`src/rtl/attribute_overlay_engine_pkg.sv`:
```
// rtl/attribute_overlay_engine_pkg.sv - palette, readout/bar geometry, digit font and BCD helper
package attr_overlay_pkg;

    localparam logic [7:0] COLOR_DIGIT     = 8'd15;
    localparam logic [7:0] COLOR_BAR_FULL  = 8'd14;
    localparam logic [7:0] COLOR_BAR_FILL  = 8'd12;
    localparam logic [7:0] COLOR_BAR_EMPTY = 8'd8;

    localparam int NUM_READOUT   = 5;
    localparam int READOUT_X0    = 37;
    localparam int READOUT_PITCH = 25;
    localparam int READOUT_Y     = 102;
    localparam int CELL_W        = 6;
    localparam int CELL_H        = 8;
    localparam int GLYPH_W       = 5;
    localparam int GLYPH_H       = 7;

    localparam int BAR_X0    = 37;
    localparam int BAR_PITCH = 25;
    localparam int BAR_SEG_W = 16;
    localparam int BAR_Y0    = 136;
    localparam int BAR_H     = 8;

    localparam logic [13:0] VALUE_MAX = 14'd9999;

    // 5x7 glyphs, row 0 in bits [34:30], column 0 is the MSB of each row
    function automatic logic [34:0] font_glyph(input logic [3:0] digit);
        case (digit)
            4'd0:    font_glyph = {5'b01110, 5'b10001, 5'b10011, 5'b10101, 5'b11001, 5'b10001, 5'b01110};
            4'd1:    font_glyph = {5'b11100, 5'b00100, 5'b00100, 5'b00100, 5'b00100, 5'b00100, 5'b11111};
            4'd2:    font_glyph = {5'b01110, 5'b10001, 5'b00001, 5'b00010, 5'b00100, 5'b01000, 5'b11111};
            4'd3:    font_glyph = {5'b11111, 5'b00010, 5'b00100, 5'b00010, 5'b00001, 5'b10001, 5'b01110};
            4'd4:    font_glyph = {5'b00010, 5'b00110, 5'b01010, 5'b10010, 5'b11111, 5'b00010, 5'b00010};
            4'd5:    font_glyph = {5'b11111, 5'b10000, 5'b11110, 5'b00001, 5'b00001, 5'b10001, 5'b01110};
            4'd6:    font_glyph = {5'b00110, 5'b01000, 5'b10000, 5'b11110, 5'b10001, 5'b10001, 5'b01110};
            4'd7:    font_glyph = {5'b11111, 5'b00001, 5'b00010, 5'b00100, 5'b01000, 5'b01000, 5'b01000};
            4'd8:    font_glyph = {5'b01110, 5'b10001, 5'b10001, 5'b01110, 5'b10001, 5'b10001, 5'b01110};
            4'd9:    font_glyph = {5'b01110, 5'b10001, 5'b10001, 5'b01111, 5'b00001, 5'b00010, 5'b01100};
            default: font_glyph = '0;
        endcase
    endfunction

    // Double-dabble; input is already saturated to 9999 so four BCD digits suffice
    function automatic logic [15:0] bin2bcd(input logic [13:0] bin);
        logic [15:0] bcd;
        bcd = '0;
        for (int i = 13; i >= 0; i--) begin
            for (int n = 0; n < 4; n++) begin
                if (bcd[n*4 +: 4] >= 4'd5) begin
                    bcd[n*4 +: 4] = bcd[n*4 +: 4] + 4'd3;
                end
            end
            bcd = {bcd[14:0], bin[i]};
        end
        return bcd;
    endfunction

endpackage

```
`src/rtl/attribute_overlay_engine_digit_line_glyph.sv`:
```
// rtl/attribute_overlay_engine_digit_line_glyph.sv - one decimal readout line, leading-zero suppressed
module digit_line_glyph
    import attr_overlay_pkg::*;
#(
    parameter int ORIGIN_X  = 37,
    parameter int ORIGIN_Y  = 102,
    parameter int NUM_DIGIT = 4
) (
    input  logic [9:0]  posX,
    input  logic [9:0]  posY,
    input  logic [13:0] Value,
    output logic        lit
);

    logic [9:0]  w_rel_x;
    logic [9:0]  w_rel_y;
    logic [13:0] w_value_sat;
    logic [15:0] w_bcd;
    logic [9:0]  w_digit_idx;
    logic [9:0]  w_col;
    logic        w_in_area;
    logic        w_in_glyph;
    logic [3:0]  w_digit;
    logic        w_shown;
    logic [34:0] w_glyph;
    logic [5:0]  w_bit_idx;

    assign w_rel_x     = posX - 10'(ORIGIN_X);
    assign w_rel_y     = posY - 10'(ORIGIN_Y);
    assign w_value_sat = (Value > VALUE_MAX) ? VALUE_MAX : Value;
    assign w_bcd       = bin2bcd(w_value_sat);
    assign w_digit_idx = w_rel_x / 10'(CELL_W);
    assign w_col       = w_rel_x % 10'(CELL_W);
    assign w_in_area   = (w_rel_x < 10'(CELL_W * NUM_DIGIT)) && (w_rel_y < 10'(CELL_H));
    assign w_in_glyph  = w_in_area && (w_col < 10'(GLYPH_W)) && (w_rel_y < 10'(GLYPH_H));
    assign w_glyph     = font_glyph(w_digit);
    assign w_bit_idx   = 6'd34 - 6'(w_rel_y[2:0]) * 6'd5 - 6'(w_col[2:0]);

    // Select the digit under the pixel; a digit is shown once any more significant digit (or itself) is nonzero
    always_comb begin : p_digit_sel
        logic seen;
        seen    = 1'b0;
        w_digit = 4'd0;
        w_shown = 1'b0;
        for (int d = 0; d < NUM_DIGIT; d++) begin
            seen = seen | (w_bcd[4*(NUM_DIGIT-1-d) +: 4] != 4'd0) | (d == NUM_DIGIT - 1);
            if (w_digit_idx == 10'(d)) begin
                w_digit = w_bcd[4*(NUM_DIGIT-1-d) +: 4];
                w_shown = seen;
            end
        end
    end

    // Glyph lookup, guarded so blank column/row never index the font
    always_comb begin
        lit = 1'b0;
        if (w_in_glyph && w_shown) begin
            lit = w_glyph[w_bit_idx];
        end
    end

endmodule

```
`src/rtl/attribute_overlay_engine.sv`:
```
// rtl/attribute_overlay_engine.sv - attribute panel overlay: tile addressing, readouts, energy bar (option ENERGY_BLINK_EN)
module attribute_overlay_engine
    import attr_overlay_pkg::*;
#(
    parameter int COOR_X     = 32,
    parameter int COOR_Y     = 32,
    parameter int SIZE_X     = 192,
    parameter int SIZE_Y     = 160,
    parameter int TILE_WIDTH = 32,
    parameter int NUM_DIGIT  = 4
) (
    input  logic             CLK,
    input  logic             RESET_N,
    input  logic             FRAME_CLK,
    input  logic [9:0]       DrawX,
    input  logic [9:0]       DrawY,
    input  logic [4:0][13:0] ValueArr,
    input  logic [4:0]       EnergyDone,
    input  logic [3:0]       EnergyProgress,
    output logic [3:0]       tileX,
    output logic [3:0]       tileY,
    output logic [9:0]       relPos,
    output logic             inPanel,
    output logic             isEnergyBar,
    output logic [7:0]       BAR_COLOR_ID,
    output logic             isDigit
);

    localparam int         TW_LOG2 = $clog2(TILE_WIDTH);
    localparam logic [9:0] TW_MASK = 10'(TILE_WIDTH - 1);

    logic [9:0]             w_pos_x;
    logic [9:0]             w_pos_y;
    logic                   w_in_panel;
    logic [NUM_READOUT-1:0] w_lit;
    logic                   w_bar_hit;
    logic [7:0]             w_bar_color;
    logic [7:0]             w_done_color;
    logic [2:0]             r_frame_sync;
    logic [7:0]             r_frame_cnt;

    assign w_pos_x    = DrawX - 10'(COOR_X);
    assign w_pos_y    = DrawY - 10'(COOR_Y);
    assign w_in_panel = (w_pos_x < 10'(SIZE_X)) && (w_pos_y < 10'(SIZE_Y));
    assign tileX      = 4'(w_pos_x >> TW_LOG2);
    assign tileY      = 4'(w_pos_y >> TW_LOG2);
    assign relPos     = ((w_pos_y & TW_MASK) << TW_LOG2) | (w_pos_x & TW_MASK);

    for (genvar gi = 0; gi < NUM_READOUT; gi++) begin : g_readout
        digit_line_glyph #(
            .ORIGIN_X  (READOUT_X0 + READOUT_PITCH * gi),
            .ORIGIN_Y  (READOUT_Y),
            .NUM_DIGIT (NUM_DIGIT)
        ) u_glyph (
            .posX  (w_pos_x),
            .posY  (w_pos_y),
            .Value (ValueArr[gi]),
            .lit   (w_lit[gi])
        );
    end

    // Frame strobe: two-flop synchroniser plus history flop, count rising edges
    always_ff @(posedge CLK or negedge RESET_N) begin
        if (!RESET_N) begin
            r_frame_sync <= '0;
            r_frame_cnt  <= '0;
        end else begin
            r_frame_sync <= {r_frame_sync[1:0], FRAME_CLK};
            if (r_frame_sync[1] && !r_frame_sync[2]) begin
                r_frame_cnt <= r_frame_cnt + 8'd1;
            end
        end
    end

`ifdef ENERGY_BLINK_EN
    assign w_done_color = r_frame_cnt[3] ? COLOR_BAR_EMPTY : COLOR_BAR_FULL;
`else
    assign w_done_color = COLOR_BAR_FULL;
`endif

    // Energy bar: segment hit test, active segment is the lowest one not yet done
    always_comb begin : p_bar
        logic       found_active;
        logic [9:0] seg_col;
        found_active = 1'b0;
        seg_col      = '0;
        w_bar_hit    = 1'b0;
        w_bar_color  = 8'd0;
        for (int i = 0; i < NUM_READOUT; i++) begin
            seg_col = w_pos_x - 10'(BAR_X0 + BAR_PITCH * i);
            if (w_pos_y >= 10'(BAR_Y0) && w_pos_y < 10'(BAR_Y0 + BAR_H)
                && seg_col < 10'(BAR_SEG_W)) begin
                w_bar_hit = 1'b1;
                if (EnergyDone[i]) begin
                    w_bar_color = w_done_color;
                end else if (!found_active && seg_col[3:0] < EnergyProgress) begin
                    w_bar_color = COLOR_BAR_FILL;
                end else begin
                    w_bar_color = COLOR_BAR_EMPTY;
                end
            end
            if (!EnergyDone[i]) begin
                found_active = 1'b1;
            end
        end
    end

    // Output stage aligned with the tile ROM; everything forced low outside the panel
    always_ff @(posedge CLK or negedge RESET_N) begin
        if (!RESET_N) begin
            inPanel      <= 1'b0;
            isEnergyBar  <= 1'b0;
            BAR_COLOR_ID <= 8'd0;
            isDigit      <= 1'b0;
        end else begin
            inPanel      <= w_in_panel;
            isEnergyBar  <= w_in_panel && w_bar_hit;
            BAR_COLOR_ID <= (w_in_panel && w_bar_hit) ? w_bar_color : 8'd0;
            isDigit      <= w_in_panel && (|w_lit);
        end
    end

endmodule

```
`config.mk`:
```
export PLATFORM = sky130hd
export DESIGN_NAME = attribute_overlay_engine
export DESIGN_NICKNAME = d
export VERILOG_FILES = /design/src/rtl/attribute_overlay_engine_pkg.sv /design/src/rtl/attribute_overlay_engine_digit_line_glyph.sv /design/src/rtl/attribute_overlay_engine.sv
export SDC_FILE = /design/constraint.sdc
export NUM_CORES = 1
export LEC_CHECK = 0
export CORE_MARGIN = 2
export CORE_UTILIZATION = 65
export CTS_CLUSTER_SIZE = 20
export DETAILED_ROUTE_END_ITERATION = 10
export PLACE_DENSITY = 0.82
export SYNTH_ARGS = -nofsm -noshare
export SYNTH_HDL_FRONTEND = slang
export SYNTH_SLANG_ARGS = --single-unit
```
`constraint.sdc`:
```
create_clock -name CLK -period 3.4 [get_ports CLK]
set_clock_uncertainty 0.05 [all_clocks]
set_input_delay 0.51 -clock CLK [delete_from_list [all_inputs] [get_ports CLK]]
set_output_delay 0.51 -clock CLK [all_outputs]
set_load 0.005 [all_outputs]
```
==> flow_summary.json, run 1 <==
{
  "yosysUniqueCellTypes": 149,
  "synth_edf_count": 0,
  "place_congestion": 1.112,
  "ios": 131,
  "fp.dieW_microns": 222.5,
  "synth-async-reset-ratio_pct": 100.0,
  "start_util_pct": 65.40,
  "syn_area_per_cell_sq_um": 6.773,
  "synth_warnings": 0,
  "ys_ff_latch": 6,
  "row_count": 80,
  "error": "[ERROR DPL-0038] Utilization greater than 100%, impossible to legalize",
  "portBuffers": 124,
  "synthesis.instances": 4581,
  "syn_area_sq_um": 31030,
  "ys_seq_area_share_pct": 0.4839,
  "stop_stage": "detailed placement (3_5_place_dp)",
  "die_y_microns": 222.5,
  "synth_flop_cell": "dfrtp_1",
  "outcome": "stopped before the end"
}
cells in the mapped netlist, types with 20 or more instances:
| master | n | area share, % |
|---|---|---|
| nand3_1 | 158 | 2.5 |
| and4_1 | 23 | 0.65 |
| nor4_1 | 58 | 1.2 |
| and3_1 | 48 | 0.97 |
| a31oi_1 | 91 | 1.8 |
| nand2b_1 | 149 | 3.0 |
| o31ai_1 | 47 | 1.1 |
| a32oi_1 | 21 | 0.59 |
| a211o_1 | 47 | 1.3 |
| o211a_1 | 29 | 0.94 |
| inv_1 | 346 | 4.2 |
| a311oi_1 | 21 | 0.59 |
| a21o_1 | 51 | 1.2 |
| nor2_1 | 372 | 4.5 |
| o221ai_1 | 24 | 0.68 |
| o22ai_1 | 23 | 0.46 |
| ha_1 | 327 | 13 |
| o211ai_1 | 86 | 2.1 |
| nand2_1 | 377 | 4.6 |
| or3_1 | 53 | 1.1 |
| or4_1 | 29 | 0.70 |
| buf_4 | 25 | 0.60 |
| and2_1 | 68 | 1.4 |
| clkbuf_1 | 97 | 1.2 |
| a21oi_1 | 275 | 4.4 |
| nand4_1 | 58 | 1.2 |
| mux2_2 | 59 | 2.1 |
| nor2b_1 | 76 | 1.5 |
| buf_2 | 29 | 0.47 |
| nor3_1 | 140 | 2.3 |
| o21ai_1 | 32 | 0.52 |
| xor2_1 | 34 | 0.96 |
| or2_2 | 39 | 0.79 |
| mux2i_1 | 145 | 4.7 |
| a211oi_1 | 84 | 2.0 |
| o21a_1 | 52 | 1.3 |
| nand3b_1 | 20 | 0.48 |
| o21ai_0 | 236 | 3.8 |
| o2111ai_1 | 36 | 1.0 |
| xnor2_1 | 131 | 3.7 |
| a2111oi_0 | 28 | 0.79 |
logic make-up after synthesis:
group,count (synthesis),synth area share (%)
simple gates,1763,29.64
compound gates,1543,36.29
buf+inv,538,6.984
fa+ha+maj,336,13.67
mux,222,7.811
xor+xnor,172,5.101
flops,6,0.4839
other cells,1,0.01209
metrics by stage:
stage	instance area [sq um]	worst slack, ps
2_1_floorplan	31960	-10490
3_3_place_gp	48160	-10400
==> run 2, diff against run 1 <==
CORE_UTILIZATION = 40   (was 65)
CTS_CLUSTER_SIZE = not set   (was 20)
PLACE_DENSITY = not set   (was 0.82)
PLACE_DENSITY_LB_ADDON = 0.15   (was not set)
==> run 2 against run 1 <==
Against the previous run:
- the flow now finishes, with violations (negative setup slack)
- synthesized area unchanged
- synthesized cell count unchanged
==> flow_summary.json, run 2 <==
{
  "synth_flop_cell": "dfrtp_1",
  "layout_commonest_cell": "buf_4",
  "syn_area_sq_um": 31030,
  "portBuffers": 124,
  "core_area_sq_um": 77080,
  "grt_pass1_vias": 42610,
  "syn_area_per_cell_sq_um": 6.773,
  "grt_pass1_wl_microns": 197900,
  "drv_slew": 0,
  "nets": 7263,
  "area_growth_pct": 71.39,
  "hold_viol": 0,
  "finalSetupViolations": 5,
  "highest_layer": "met4",
  "dp_slack_ps": -11110,
  "grt_use_total_pct": 28.51,
  "yosysUniqueCellTypes": 149,
  "cts-root-buf": "clkbuf_16",
  "holdCritPathClass": "primary input to asynchronous set/reset pin",
  "worstMarginPinSlew_ps": 705.2,
  "vias_per_cell": 5.538,
  "layout-drive-gt1-share_pct": 44.49,
  "cp_max_fo": 4,
  "synth_common_cells": "377 x nand2_1, 372 x nor2_1, 346 x inv_1",
  "die_y_microns": 282.5,
  "violations": "negative setup slack",
  "synth.area.top_cells": "ha_1 13%, mux2i_1 4.7%, nand2_1 4.6%",
  "antenna_cells": 0,
  "largest_reg_flops": 3,
  "met2_length_microns": 58660,
  "fp.dieW_microns": 282.5,
  "critical_path_class": "primary input to register",
  "synth_top_area_cell": "ha_1",
  "grt_remaining_overflow": 0,
  "hpwl_microns": 95690,
  "final_cell_mix": "2,248 x buf_4, 355 x nand2_1, 337 x nor2_1",
  "arrival_ps": 13320,
  "ys_seq_area_share_pct": 0.4839,
  "clock-sinks": 6,
  "finalWirelength_microns": 119200,
  "end_kind": "register",
  "cts_tree": "built",
  "largest-register": "BAR_COLOR_ID",
  "h-tree-depth": 1,
  "fillers": 6514,
  "synthesis.instances": 4581,
  "first_iter_violations": 2611,
  "synth-async-reset-ratio_pct": 100.0,
  "antenna_found_initial": 0,
  "row_count": 102,
  "yosys.area.top_type_share_pct": 13.19,
  "first_pass_iters": 7,
  "place_congestion": 0.9651,
  "avgRoutedWirePerCell_microns": 15.16,
  "required_ps": 3450,
  "rsz0062_at_grt": "true",
  "maxCapViolCount": 0,
  "synth-compound-area-share_pct": 36.29,
  "grt_max_degree": 23,
  "cts_buffers": 3,
  "ys_ff_latch": 6,
  "path_clk_slew_ps": 40,
  "fin_ws_ps": -9874,
  "slew_headroom_pct": 52.89,
  "synthAdderAreaFrac_pct": 13.67,
  "critPathSlowestCell": "or4_4",
  "synth_xor_area_share_pct": 5.101,
  "ant_nets": 0,
  "fin_crit_ps": 13270,
  "critPathMaxStageDelay_ps": 570,
  "timing.fmax_mhz": 75.34,
  "fp.dieArea_sq_um": 79810,
  "start_kind": "primary input",
  "synth_edf_count": 0,
  "wl_met1_microns": 53920,
  "postCtsHoldBufs": 0,
  "drc": 0,
  "clockBufferDepth": 2,
  "crit_path_frequent_cell": "ha_4",
  "ios": 131,
  "synth_warnings": 0,
  "synth_most_common_cell": "nand2_1",
  "outcome": "finished, violations left",
  "start_util_pct": 40.25,
  "vias": 43560,
  "muxShareOfSynthArea_pct": 7.811,
  "finalNonFillerCells": 7866,
  "dp_cells": 7646,
  "synth-simple-area-share_pct": 29.64,
  "synth_top_family_by_area": "compound AO/OA/AOI/OAI gates",
  "met3WireLength_microns": 4351,
  "period_share_pct": 390.4
}
[run 2: cell counts after synthesis]
Identical to the previous run, type by type.
[run 2: worst max path at each step]
stage / start / end
final: ValueArr[13] / isDigit
after floorplan: ValueArr[13] / isDigit
after global routing: ValueArr[68] / isDigit
after global placement: ValueArr[13] / isDigit
after CTS: ValueArr[13] / isDigit
after detailed placement: ValueArr[13] / isDigit
[run 2: layout make-up]
class / instances / area, sq um / area share (%)
multi-input cells: 4041 / 31690 / 59.59
well taps: 1040 / 1301 / 2.447
flip-flops and latches: 6 / 150.1 / 0.2823
clock buffers: 3 / 75.07 / 0.1412
inverters: 368 / 1406 / 2.645
repair buffers: 2408 / 18560 / 34.89
[run 2: worst max-delay path, delay by kind of cell]
| family | cells | cell delay, ps |
|---|---|---|
| AND/OR/NAND/NOR | 31 | 4770 |
| buffers and inverters | 10 | 990 |
| multiplexers | 3 | 460 |
| adder cells (fa/ha/maj) | 11 | 1870 |
| XOR/XNOR | 3 | 520 |
| AO/OA/AOI/OAI | 21 | 4190 |
[run 2: logic make-up (layout without fill, tap and decap cells)]
kind of cell / count (synthesis) / after routing
AOI/OAI and AO/OA: 1543 / 1543
muxes: 222 / 222
DFF: 6 / 6
adders and majority gates: 336 / 336
buffers and inverters: 538 / 2779
other: 1 / 5
xor gates and xnor gates: 172 / 172
and+or+nand+nor: 1763 / 1763
[run 2: repair_timing]
action,4_1_cts,5_1_grt
hold endpoints to repair,0,0
buffers inserted,184,35
setup endpoints to repair,5,5
resized for setup,442,144
pin swaps,247,111
[run 2: layer usage]
layer  track usage [%]  vias to the layer above
li1                  -                    21880
met1             36.91                    20530
met2             52.11                      979
met3             1.272                      179
met4             5.820                        0
met5                 0                        -
[run 2: through the flow]
step	hold slack (ps)	utilization, %	setup TNS (ps)	cell area, sq um
finish	510.4	68.99	-11200	53180
global route	537.0	68.99	-12670	53180
detailed placement	774.6	63.87	-16950	49230
CTS	527.9	67.96	-10930	52390
global placement	783.8	63.87	-16350	49230
floorplan	164.4	-	-10720	31960
Power of run 2 is not shown: default switching activity piles up to over one toggle a cycle in this logic, so the estimate is an artifact.
==> run 3, diff against run 2 <==
CORE_ASPECT_RATIO = 0.7   (was not set)
==> run 3 against run 2 <==
Against the previous run:
- the run still ends with negative setup slack left
- utilization grew 0.58 points
- die area is essentially flat
- sequential share of layout area hardly changed
- routed wire length up 6.2%
- cell count barely moved
- worst hold slack got worse by 17 ps
- non-clock buffer count rose by 2
==> flow_summary.json, run 3 (synthesis gave the netlist of run 2 again) <==
{
  "end_kind": "register",
  "grt_remaining_overflow": 0,
  "hold_viol": 0,
  "portBuffers": 124,
  "finalNonFillerCells": 7872,
  "layout-drive-gt1-share_pct": 44.93,
  "grt_pass1_wl_microns": 200400,
  "cts_buffers": 3,
  "fin_area_sq_um": 53490,
  "cp_max_fo": 4,
  "avgRoutedWirePerCell_microns": 16.09,
  "start_kind": "primary input",
  "fin_crit_ps": 13510,
  "layout_commonest_cell": "buf_4",
  "largest-register": "BAR_COLOR_ID",
  "core_area_sq_um": 76890,
  "first_pass_iters": 6,
  "ios": 131,
  "grt_max_degree": 30,
  "fp.dieW_microns": 336.9,
  "grt_use_total_pct": 29.08,
  "outcome": "finished, violations left",
  "drv_slew": 0,
  "area_growth_pct": 72.40,
  "cts-root-buf": "clkbuf_16",
  "critical_path_class": "primary input to register",
  "worstMarginPinSlew_ps": 720.8,
  "row_count": 85,
  "vias_per_cell": 5.644,
  "place_area_sq_um": 49540,
  "die_y_microns": 237.0,
  "critPathMaxStageDelay_ps": 570,
  "maxCapViolCount": 0,
  "largest_reg_flops": 3,
  "nets": 7265,
  "slew_headroom_pct": 51.78,
  "finalWirelength_microns": 126600,
  "dp_cells": 7679,
  "fin_ws_ps": -10110,
  "vias": 44430,
  "cts_tree": "built",
  "drc": 0,
  "required_ps": 3490,
  "ant_nets": 0,
  "place_congestion": 0.9919,
  "final_cell_mix": "2,251 x buf_4, 358 x nand2_1, 338 x nor2_1",
  "first_iter_violations": 3711,
  "arrival_ps": 13610,
  "antenna_cells": 0,
  "finalSetupViolations": 5,
  "rsz0062_at_grt": "true",
  "dp_slack_ps": -11410,
  "h-tree-depth": 1,
  "antenna_found_initial": 2,
  "period_share_pct": 397.4,
  "crit_path_frequent_cell": "ha_4",
  "timing.fmax_mhz": 74.01,
  "path_clk_slew_ps": 40,
  "clock-sinks": 6,
  "hpwl_microns": 101300,
  "critPathSlowestCell": "or4_4",
  "clockBufferDepth": 2,
  "violations": "negative setup slack",
  "start_util_pct": 40.35,
  "fp.dieArea_sq_um": 79850,
  "grt_pass1_vias": 41300,
  "holdCritPathClass": "primary input to asynchronous set/reset pin"
}
[run 3: changes by cell type in the layout (fill, tap and decap cells not counted), sizes merged]
cell	change
dlymetal6s2s	+6
clkdlybuf4s15	-3
buf	+4
dlygate4sd2	-3
clkdlybuf4s50	-4
bufbuf	+1
clkbuf	+1
[run 3: final timing paths]
| kind | depth (start not counted) | slack (ps) | end | start |
|---|---|---|---|---|
| worst max-delay path | 79 | -10110 | isDigit | ValueArr[13] |
| worst min-delay path | 1 | 490 | isEnergyBar | RESET_N |
| max in group asynchronous | 1 | 2550 | BAR_COLOR_ID[1] | RESET_N |
| min in group CLK | 3 | 930 | BAR_COLOR_ID[1] | EnergyDone[4] |
[run 3: routing by layer]
metal,up-vias,track usage (%),routed length (microns)
met5,-,0,0
met4,0,4.383,1877
met3,139,2.965,8289
met2,1445,45.33,55330
met1,20960,43.39,61140
li1,21890,-,-
[run 3: cell type report]
type	count	area, sq um
fill	6414	23400
sequential	6	150.1
timing repair buffer	2410	18640
tap	1044	1306
inverter	368	1409
multi-input combinational	4041	31910
clock buffer	3	75.07
[run 3: through the flow]
step | setup TNS, ps | util, % | hold slack, ps
global placement | -16400 | 64.43 | 749.6
detailed placement | -16870 | 64.43 | 755.7
CTS | -10890 | 66.75 | 505.6
global route | -12080 | 69.57 | 522.5
floorplan | -10720 | - | 164.4
finish | -10980 | 69.57 | 493.6
[run 3: timing repair]
action | 4_1_cts | 5_1_grt
buffers inserted | 106 | 84
endpoints found under the setup margin | 5 | 5
pin swaps | 120 | 219
gates resized for setup | 262 | 369
hold buffers | 0 | 0
cloned | 2 | 0
[run 3: worst max-delay path: cells and delay by family]
kind	cells	cell delay [ps]
compound gates	21	4250
fa+ha+maj	12	2120
simple gates	30	4310
xor+xnor	3	500
buf+inv	9	960
mux	4	860
Power of run 3 is left out for the same reason.
